[src/rtl/piece_queue.sv]
// piece_queue: 7-bag tetromino picker with rejection sampling and a
// bounded forced pick, feeding a small shift-register preview FIFO.
module piece_queue #(
    parameter int DEPTH     = 3,
    parameter int MAX_TRIES = 8
) (
    input  logic               clk,
    input  logic               rst_n,
    input  logic [7:0]         lfsr_in,
    input  logic               pop,
    output logic               head_valid,
    output logic [2:0]         head_id,
    output logic [3*DEPTH-1:0] q_ids,
    output logic [2:0]         q_count,
    output logic [6:0]         bag_mask
);

    localparam logic [2:0] DEPTH_C  = 3'(DEPTH);
    localparam logic [3:0] LAST_TRY = 4'(MAX_TRIES - 1);
    localparam logic [2:0] EMPTY_ID = 3'd7;
    localparam logic [6:0] FULL_BAG = 7'h7F;

    logic [2:0] slots_q [DEPTH];
    logic [2:0] slots_d [DEPTH];
    logic [2:0] count_q;
    logic [2:0] count_d;
    logic [6:0] mask_q;
    logic [6:0] mask_d;
    logic [3:0] tries_q;
    logic [3:0] tries_d;

    logic       do_pop;
    logic       push_en;
    logic       accept;
    logic       forced;
    logic       do_push;
    logic [2:0] cand;
    logic [2:0] free_id;
    logic [2:0] push_id;
    logic [2:0] push_idx;
    logic [7:0] used;
    logic [6:0] mask_set;

    // Only the low three bits of the randomizer byte select a piece.
    logic unused_lfsr;
    assign unused_lfsr = ^lfsr_in[7:3];

    // Draw qualification: a slot must be free after any pop this cycle.
    always_comb begin
        do_pop  = pop && (count_q != 3'd0);
        push_en = (count_q < DEPTH_C) || do_pop;
        cand    = lfsr_in[2:0];
        // Code 7 is never a piece, so it is treated as permanently used.
        used    = {1'b1, mask_q};
        accept  = !used[cand];
        forced  = !accept && (tries_q == LAST_TRY);
        do_push = push_en && (accept || forced);
    end

    // Lowest-index piece not yet issued from the current bag.
    always_comb begin
        free_id = 3'd0;
        for (int i = 6; i >= 0; i--) begin
            if (!mask_q[i]) begin
                free_id = 3'(i);
            end
        end
    end

    // Chosen ID, its landing slot, and the bag mask after issuing it.
    always_comb begin
        push_id  = accept ? cand : free_id;
        push_idx = count_q - {2'b00, do_pop};
        mask_set = mask_q | (7'd1 << push_id);
        mask_d   = mask_q;
        if (do_push) begin
            // A completed bag is recycled at once, never held at all-ones.
            mask_d = (mask_set == FULL_BAG) ? 7'd0 : mask_set;
        end
    end

    // Attempt counter: cleared on any push, advanced on each rejected draw.
    always_comb begin
        tries_d = tries_q;
        if (push_en) begin
            if (accept || forced) begin
                tries_d = 4'd0;
            end else begin
                tries_d = tries_q + 4'd1;
            end
        end
    end

    // Queue shift on pop, then the new ID written behind the last entry.
    always_comb begin
        for (int i = 0; i < DEPTH; i++) begin
            slots_d[i] = slots_q[i];
        end
        if (do_pop) begin
            for (int i = 0; i < DEPTH - 1; i++) begin
                slots_d[i] = slots_q[i+1];
            end
            slots_d[DEPTH-1] = EMPTY_ID;
        end
        if (do_push) begin
            for (int i = 0; i < DEPTH; i++) begin
                if (3'(i) == push_idx) begin
                    slots_d[i] = push_id;
                end
            end
        end
        count_d = count_q - {2'b00, do_pop} + {2'b00, do_push};
    end

    // State registers; reset discards any partially drawn bag.
    always_ff @(posedge clk or negedge rst_n) begin
        if (!rst_n) begin
            for (int i = 0; i < DEPTH; i++) begin
                slots_q[i] <= EMPTY_ID;
            end
            count_q <= 3'd0;
            mask_q  <= 7'd0;
            tries_q <= 4'd0;
        end else begin
            for (int i = 0; i < DEPTH; i++) begin
                slots_q[i] <= slots_d[i];
            end
            count_q <= count_d;
            mask_q  <= mask_d;
            tries_q <= tries_d;
        end
    end

    // Outputs are direct views of registered state.
    always_comb begin
        for (int i = 0; i < DEPTH; i++) begin
            q_ids[3*i +: 3] = slots_q[i];
        end
        head_id    = slots_q[0];
        head_valid = (count_q != 3'd0);
        q_count    = count_q;
        bag_mask   = mask_q;
    end

endmodule

[config.mk]
export PLATFORM = sky130hd
export DESIGN_NAME = piece_queue
export DESIGN_NICKNAME = d
export VERILOG_FILES = /design/src/rtl/piece_queue.sv
export SDC_FILE = /design/constraint.sdc
export NUM_CORES = 1
export LEC_CHECK = 0
export CAP_MARGIN = 5
export CORE_MARGIN = 10
export CORE_UTILIZATION = 45
export DETAILED_ROUTE_END_ITERATION = 10
export PLACE_DENSITY = 0.76
export REMOVE_ABC_BUFFERS = 1
export SYNTH_ARGS = -nofsm -noshare
export SYNTH_HDL_FRONTEND = slang
export SYNTH_SLANG_ARGS = --single-unit
[constraint.sdc]
create_clock -name clk -period 2.65 [get_ports clk]
set_clock_uncertainty 0.1 [all_clocks]
set_input_delay 0.265 -clock clk [delete_from_list [all_inputs] [get_ports clk]]
set_output_delay 0.265 -clock clk [all_outputs]
set_load 0.05 [all_outputs]
# == Word-level counts from Yosys, hierarchy flattened ==
# Index checks and enable logic that the tools add are counted.
# totals
reg_bits,23
inputBits,11
out_inout_bits,23
wordCells,42
# classes
n_addsub,3
magnitude_cmp,2
n_eq_ne,4
n_shift,1
n_mux,17
bitwise,1
n_reduce_logical,8
# op_table
op,n
3-bit 2-to-1 mux,11
9-bit 2-to-1 mux,2
"7-bit == test, second input constant",1
7-bit 2-to-1 mux,1
7-bit OR,1
"1-bit by 3-bit << shifter with 7-bit output, first input constant",1
"4-bit by 1-bit adder with 4-bit output, second input constant",1
"4-bit by 3-bit == test with 1-bit output, second input constant",1
"3-bit by 4-bit < comparator with 1-bit output, second input constant",1
4-bit 2-to-1 mux,1
3-bit by 1-bit adder with 3-bit output,1
1-bit binary-select mux with 3-bit select,1
"1-bit by 3-bit == test with 1-bit output, first input constant",1
"2-bit by 3-bit == test with 1-bit output, first input constant",1
1-bit logical AND,3
3-bit zero test,1
"3-bit by 2-bit < comparator with 1-bit output, second input constant",1
3-bit nonzero test,1
3-bit by 1-bit subtractor with 3-bit output,1
1-bit logical OR,2
1-bit zero test,1
1-bit 2-to-1 mux,1

# == Longest topological paths before layout ==
# Gate-level depths: netlist (run 1).
# depth
depth_word,12
ltp_mapped,9

# == Least setup slack after synthesis (run 1) ==
# Ideal clock, no wire load.
# synth_path
kind,flip-flop to flip-flop
start,reg count_q[2] (netlist: q_count[2])
end,"reg slots_q, in the netlist head_id[2]"
setup_ns,0.076
arrival_ns,3.040
slack_ns,-0.566
path_stages_with_launch,10
period_less_slack_ns,3.216
cell_sequence,dfrtp_1 > or3_1 > and2_1 > clkbuf_1 > ha_1 > ha_1 > xnor2_1 > nand2b_1 > nor3_1 > mux2i_1
# synth_rtl
element,line,text
"start, declared",25,logic [2:0] count_q;
"start signal, assigned",128,count_q <= count_d;
"end signal, assigned by index",126,slots_q[i] <= slots_d[i];
"end, declared",23,logic [2:0] slots_q [DEPTH];

==> impl_summary.log, run 1 <==
INFO  metric postSynth.asyncResetShare = 1.00
INFO  metric io_buffers = 28
INFO  metric timing.reg2reg.setup_slack = 0.09 ns
INFO  metric antenna-diode-count = 0
INFO  metric cts_tree = yes
INFO  metric clock_buffers_created_by_tritoncts = 3
INFO  metric critPathLaunchType = flop
INFO  metric antenna_violations_before_repair = 0
INFO  metric initial_utilization = 0.480
INFO  metric crit_reg_reg_endpoint = q_ids[6]
INFO  metric dpl_cell_area = 0.00191 sq mm
INFO  metric run_status = complete, no violations
INFO  metric dominantRegCellSynth = sky130_fd_sc_hd__dfrtp_1
INFO  metric seq_area_frac_synth = 0.391
INFO  metric worstSkewPairLatency = 0.32 ns
INFO  metric firstDrtPassIters = 4
INFO  metric critPathMaxFanout = 4
INFO  metric synth_compound_gate_area_share = 0.182
INFO  metric slew_at_the_pin_closest_to_its_max_slew_limit = 0.835 ns
INFO  metric max_cap_viols = 0
INFO  metric worst_ep_required_time = 2.79 ns
INFO  metric post_synth_top_cells = sky130_fd_sc_hd__mux2i_1, sky130_fd_sc_hd__nor2_1, sky130_fd_sc_hd__dfrtp_1
INFO  metric ys_ff_latch = 23
INFO  metric synthCells = 160
INFO  metric clockBufferDepth = 2
INFO  metric netlist_area = 0.00150 sq mm
INFO  metric setup.worst_path.end_class = flop
INFO  metric slowest_delay = 0.45 ns
INFO  metric timing.critical_path.max_delay_family = simple AND/OR/NAND/NOR gates
INFO  metric yosysWarningCount = 0
INFO  metric syn_area_per_cell = 9.39 sq um
INFO  metric synthXorXnorAreaFrac = 0.0117
INFO  metric crit_chain = or3_1 > and2_1 > ha_1 > ha_1 > xnor2_2 > nand2b_4 > nor3_4 > mux2i_1
INFO  metric nNetsFinal = 218
INFO  metric die-height = 77.8 um
INFO  metric critical_path.reg2reg.startpoint = q_count[2]
INFO  metric timing_worst_setup_path_type = reg -> reg
INFO  metric path_buf_inv = 0
INFO  metric detail_route.drc_violations = 0
INFO  metric final_area = 0.00200 sq mm
INFO  metric final_core_utilization = 0.641
INFO  metric post_synth_main_area_contributors = sky130_fd_sc_hd__dfrtp_1, sky130_fd_sc_hd__dfstp_2, sky130_fd_sc_hd__mux2i_1
INFO  metric critical_path_origin = q_count[2]
INFO  metric wl = 4020 um
INFO  metric first_global_vias = 1412
INFO  metric hp-class = in -> async
INFO  metric timing.reg2reg.worst_path_depth = 8
INFO  metric synth_largest_area_cell = sky130_fd_sc_hd__dfrtp_1
INFO  metric post_drt_wl_per_cell = 16.4 um
INFO  metric drive_gt1_frac = 0.214
INFO  metric timing_hold_violations_final = 0
INFO  metric synth-simple-area-share = 0.160
INFO  metric nFillCells = 273
INFO  metric slew_headroom = 0.441
INFO  metric synth_edf_count = 0
INFO  metric critical-path-slowest-cell = sky130_fd_sc_hd__dfrtp_1
INFO  metric die_w = 77.8 um
INFO  metric timing.final.crit_period = 2.56 ns
INFO  metric h-tree-depth = 1
INFO  metric core.rowCount = 20
INFO  metric setup_tns = 0 ns
INFO  metric maxClockFrequency = 391 MHz
INFO  metric yosysMostFrequentCell = sky130_fd_sc_hd__mux2i_1
INFO  metric total_core_area = 0.00313 sq mm
INFO  metric grt_first_pass_wirelength = 6580 um
INFO  metric route.detailed.vias_per_inst = 5.53
INFO  metric routabilityCongestion = 0.917
INFO  metric routed_via_count = 1354
INFO  metric largest_net_degree_at_the_start_of_global_routing = 20
INFO  metric clock-root-buffer = sky130_fd_sc_hd__clkbuf_4
INFO  metric die_area = 0.00605 sq mm
INFO  metric ioPinCount = 34
INFO  metric dp.final_hpwl = 3180 um
INFO  metric finalSetupViolCount = 0
INFO  metric post-route-period-util = 0.965
INFO  metric timing_max_transition_violations_final = 0
INFO  metric yosysTopAreaCellShare = 0.233
INFO  metric path_clk_slew = 0.12 ns
INFO  metric synth_cell_types = 44
INFO  metric flow.area_growth_from_synthesis = 33.4%
INFO  metric worstPathArrival = 2.70 ns
INFO  metric crit_path_frequent_cell = sky130_fd_sc_hd__ha_1
INFO  metric drt_iter0_drc = 101
INFO  metric gr-usage-all-layers = 0.129
INFO  metric synthAdderAreaFrac = 0.0416
INFO  metric grt_remaining_overflow = 0
INFO  metric proportion_of_synthesized_area_in_mux_cells = 0.150
INFO  metric synth_top_family_by_area = compound AO/OA/AOI/OAI gates
INFO  metric antenna_violating_nets_post_route = 0
INFO  metric clock_sink_count = 23
registers in the layout, summed over array words and instances, names as in the netlist:
| signal | cells |
|---|---|
| head_id | 3 |
| q_ids | 6 |
| q_count | 3 |
| tries_q | 4 |
| bag_mask | 7 |
through the flow:
stage                     setup WS, ns  std cells  hold slack [ns]
after floorplan                 -0.455        150           -0.131
after global placement          -0.209        240            0.364
after detailed placement        -0.337        240            0.406
after CTS                       0.0676        244            0.329
after global routing           -0.0671        245            0.355
final                           0.0931        245            0.309
routing by layer:
metal  track usage  share of wire
met1         0.132           0.40
met3        0.0392          0.044
met5             0              0
met2         0.253           0.55
met4        0.0219         0.0037
layout make-up:
cell class / count / area [sq um] / area share
timing repair buffer: 47 / 425 / 0.212
multi-input combinational: 117 / 873 / 0.436
clock buffer: 4 / 26.3 / 0.0131
sequential: 23 / 587 / 0.293
inverter: 10 / 37.5 / 0.0187
tap: 44 / 55.1 / 0.0275
cell usage in the layout, fill, tap and decap left out, types with 2 or more instances in the layout:
cell                               n
sky130_fd_sc_hd__clkdlybuf4s50_1  27
sky130_fd_sc_hd__buf_4            19
sky130_fd_sc_hd__mux2i_1          18
sky130_fd_sc_hd__nor2_1           17
sky130_fd_sc_hd__dfrtp_1          14
sky130_fd_sc_hd__a21oi_1          13
sky130_fd_sc_hd__nand2_1          11
sky130_fd_sc_hd__inv_1            10
sky130_fd_sc_hd__dfstp_2           9
sky130_fd_sc_hd__ha_1              5
sky130_fd_sc_hd__o21ai_0           4
sky130_fd_sc_hd__o21ai_1           3
sky130_fd_sc_hd__a21o_1            3
sky130_fd_sc_hd__nor3_4            3
sky130_fd_sc_hd__nor2b_1           3
sky130_fd_sc_hd__a211oi_1          3
sky130_fd_sc_hd__nand3_1           3
sky130_fd_sc_hd__clkbuf_4          3
sky130_fd_sc_hd__and2_1            2
sky130_fd_sc_hd__o31ai_1           2
sky130_fd_sc_hd__nand2b_1          2
logic make-up (layout without fill, tap and decap cells):
logic type,after synthesis,after routing
DFF,23,23
adders and majority gates,5,5
and+or+nand+nor,50,50
xor gates and xnor gates,2,2
AOI/OAI and AO/OA,39,39
muxes,21,21
buffers and inverters,20,61
worst max-delay path by stage:
stage / end / slack (ns) / cells after the start
6_report: q_ids[6] / 0.09 / 8
5_1_grt: q_ids[8] / -0.07 / 8
4_1_cts: q_ids[8] / 0.07 / 8
3_5_place_dp: q_ids[8] / -0.34 / 8
3_3_place_gp: bag_mask[5] / -0.21 / 8
2_1_floorplan: head_id[0] / -0.45 / 8
worst register-to-register path: stages, from the launching register on:
cell and delay [ns]:
sky130_fd_sc_hd__dfrtp_1 0.45, sky130_fd_sc_hd__or3_1 0.41, sky130_fd_sc_hd__and2_1 0.19, sky130_fd_sc_hd__ha_1 0.19
sky130_fd_sc_hd__ha_1 0.21, sky130_fd_sc_hd__xnor2_2 0.26, sky130_fd_sc_hd__nand2b_4 0.12, sky130_fd_sc_hd__nor3_4 0.30
sky130_fd_sc_hd__mux2i_1 0.24
what timing repair did:
action                                  in CTS  in global routing
pin swaps                                    0                  2
endpoints found under the hold margin        0                  0
resized for setup                            3                  8
hold buffers                                 0                  0
setup buffers                                0                  1
endpoints found under the setup margin       7                 15
Power of run 1 is left out: the tool's default activity adds up to more than one toggle a clock period on the data nets, which glitch-free logic cannot reach.
==> run 2: changes to the inputs <==
ABC_CLOCK_PERIOD_IN_PS = 2650   (was not set)
==> results of run 2 <==
Final layout, timing and power as in run 1 (identical DEF).
Power of run 2 is left out for the same reason.
==> edit: new RTL, settings of run 1 <==
`MAX_TRIES`: 8 -> 6.
--- a/src/rtl/piece_queue.sv
+++ b/src/rtl/piece_queue.sv
@@ -2,7 +2,7 @@
 // bounded forced pick, feeding a small shift-register preview FIFO.
 module piece_queue #(
     parameter int DEPTH     = 3,
-    parameter int MAX_TRIES = 8
+    parameter int MAX_TRIES = 6
 ) (
     input  logic               clk,
     input  logic               rst_n,
Formal check against the unedited RTL: not equivalent (Yosys sat finds a counterexample within 10 cycles, from zero or initial values and one cycle with rst_n low).
==> edit against run 1 <==
Sequential cell count did not move. Non-clock buffer count rose by 4. Register-to-register slack improved by 0.14 ns. Setup slack improved by 0.13 ns. First-iteration DRC count fell by 23%. Critical path depth fell by 1. Area after synthesis rose by 3.1%. Design area rose by 0.50%. Largest cell class unchanged. Wire length fell by 1.6%.
Power is not shown: default switching activity piles up to over one toggle a cycle in this logic, so the estimate is an artifact.
==> edit: results (changes against run 1) <==
| Metric | Value |
|---|---|
| Status | complete, no violations |
| Slowest library cell on the worst path | mux4_2 |
| Initial DRC count | 78 (-23%) |
| Arrival time of the worst setup path | 2.59 ns (-0.11 ns) |
| Worst-path maximum fanout | 10 (+6) |
| First-pass GRT wire length | 6570 um (-0.11%) |
| End of the worst register-to-register path | q_ids[5] |
| GR Util met1 | 0.139 (+0.00702) |
| Multi-input logic area | 863 um^2 (-1.1%) |
| Placed cell area | 1980 um^2 (+3.5%) |
| Post-synthesis sequential area ratio | 0.379 (-0.0117) |
| Layout clock area frac | 0.0137 (+0.000556) |
| Reg2reg setup slack | 0.23 ns (+0.14 ns) |
| Met3 Wirelength | 212 um (+21%) |
| Vias in the first global route | 1443 (+2.2%) |
| Tot GR Track Use | 0.129 (about the same) |
| Drt total wl | 3960 um (-1.6%) |
| DP Wirelength | 3160 um (-0.69%) |
| Synth cell count leaders | mux2i_1, dfrtp_1, a21oi_1, a31oi_1, dfstp_2 |
| Placement Setup Slack | -0.141 ns (+0.196 ns) |
| Fraction of area in registers | 0.291 (-0.00145) |
| Worst-margin pin slew | 0.836 ns (+0.000447 ns) |
| Share of the core filled with cells | 0.604 (-0.0371) |
| Data buffer area share | 0.225 (+0.0126) |
| Worst-case hold slack | 0.294 ns (-0.0155 ns) |
| Met2 Wirelength | 2050 um (-7.9%) |
[edit: kinds of logic (layout without fill, tap and decap cells)]
| logic type | after synthesis | in the layout | synth area share |
|---|---|---|---|
| AND/OR/NAND/NOR | 45 | 45 | 0.165 |
| XOR/XNOR | 2 | 2 | 0.0113 |
| flip-flops | 23 | 23 | 0.379 |
| adder cells (fa/ha/maj) | 6 | 6 | 0.0485 |
| AO/OA/AOI/OAI | 37 | 37 | 0.166 |
| multiplexers | 23 | 23 | 0.163 |
| buffers and inverters | 19 | 62 | 0.0678 |
[edit: how the worst max path moves through the flow]
stage	from	slack [ns]	cells after the start	endpoint
after global placement	lfsr_in[1]	-0.07	6	bag_mask[6]
after global routing	q_count[0]	0.007	9	q_ids[8]
after detailed placement	lfsr_in[1]	-0.14	7	bag_mask[4]
after CTS	q_count[0]	0.15	8	q_ids[5]
after floorplan	q_count[0]	-0.63	7	q_ids[5]
final	lfsr_in[1]	0.22	7	bag_mask[4]
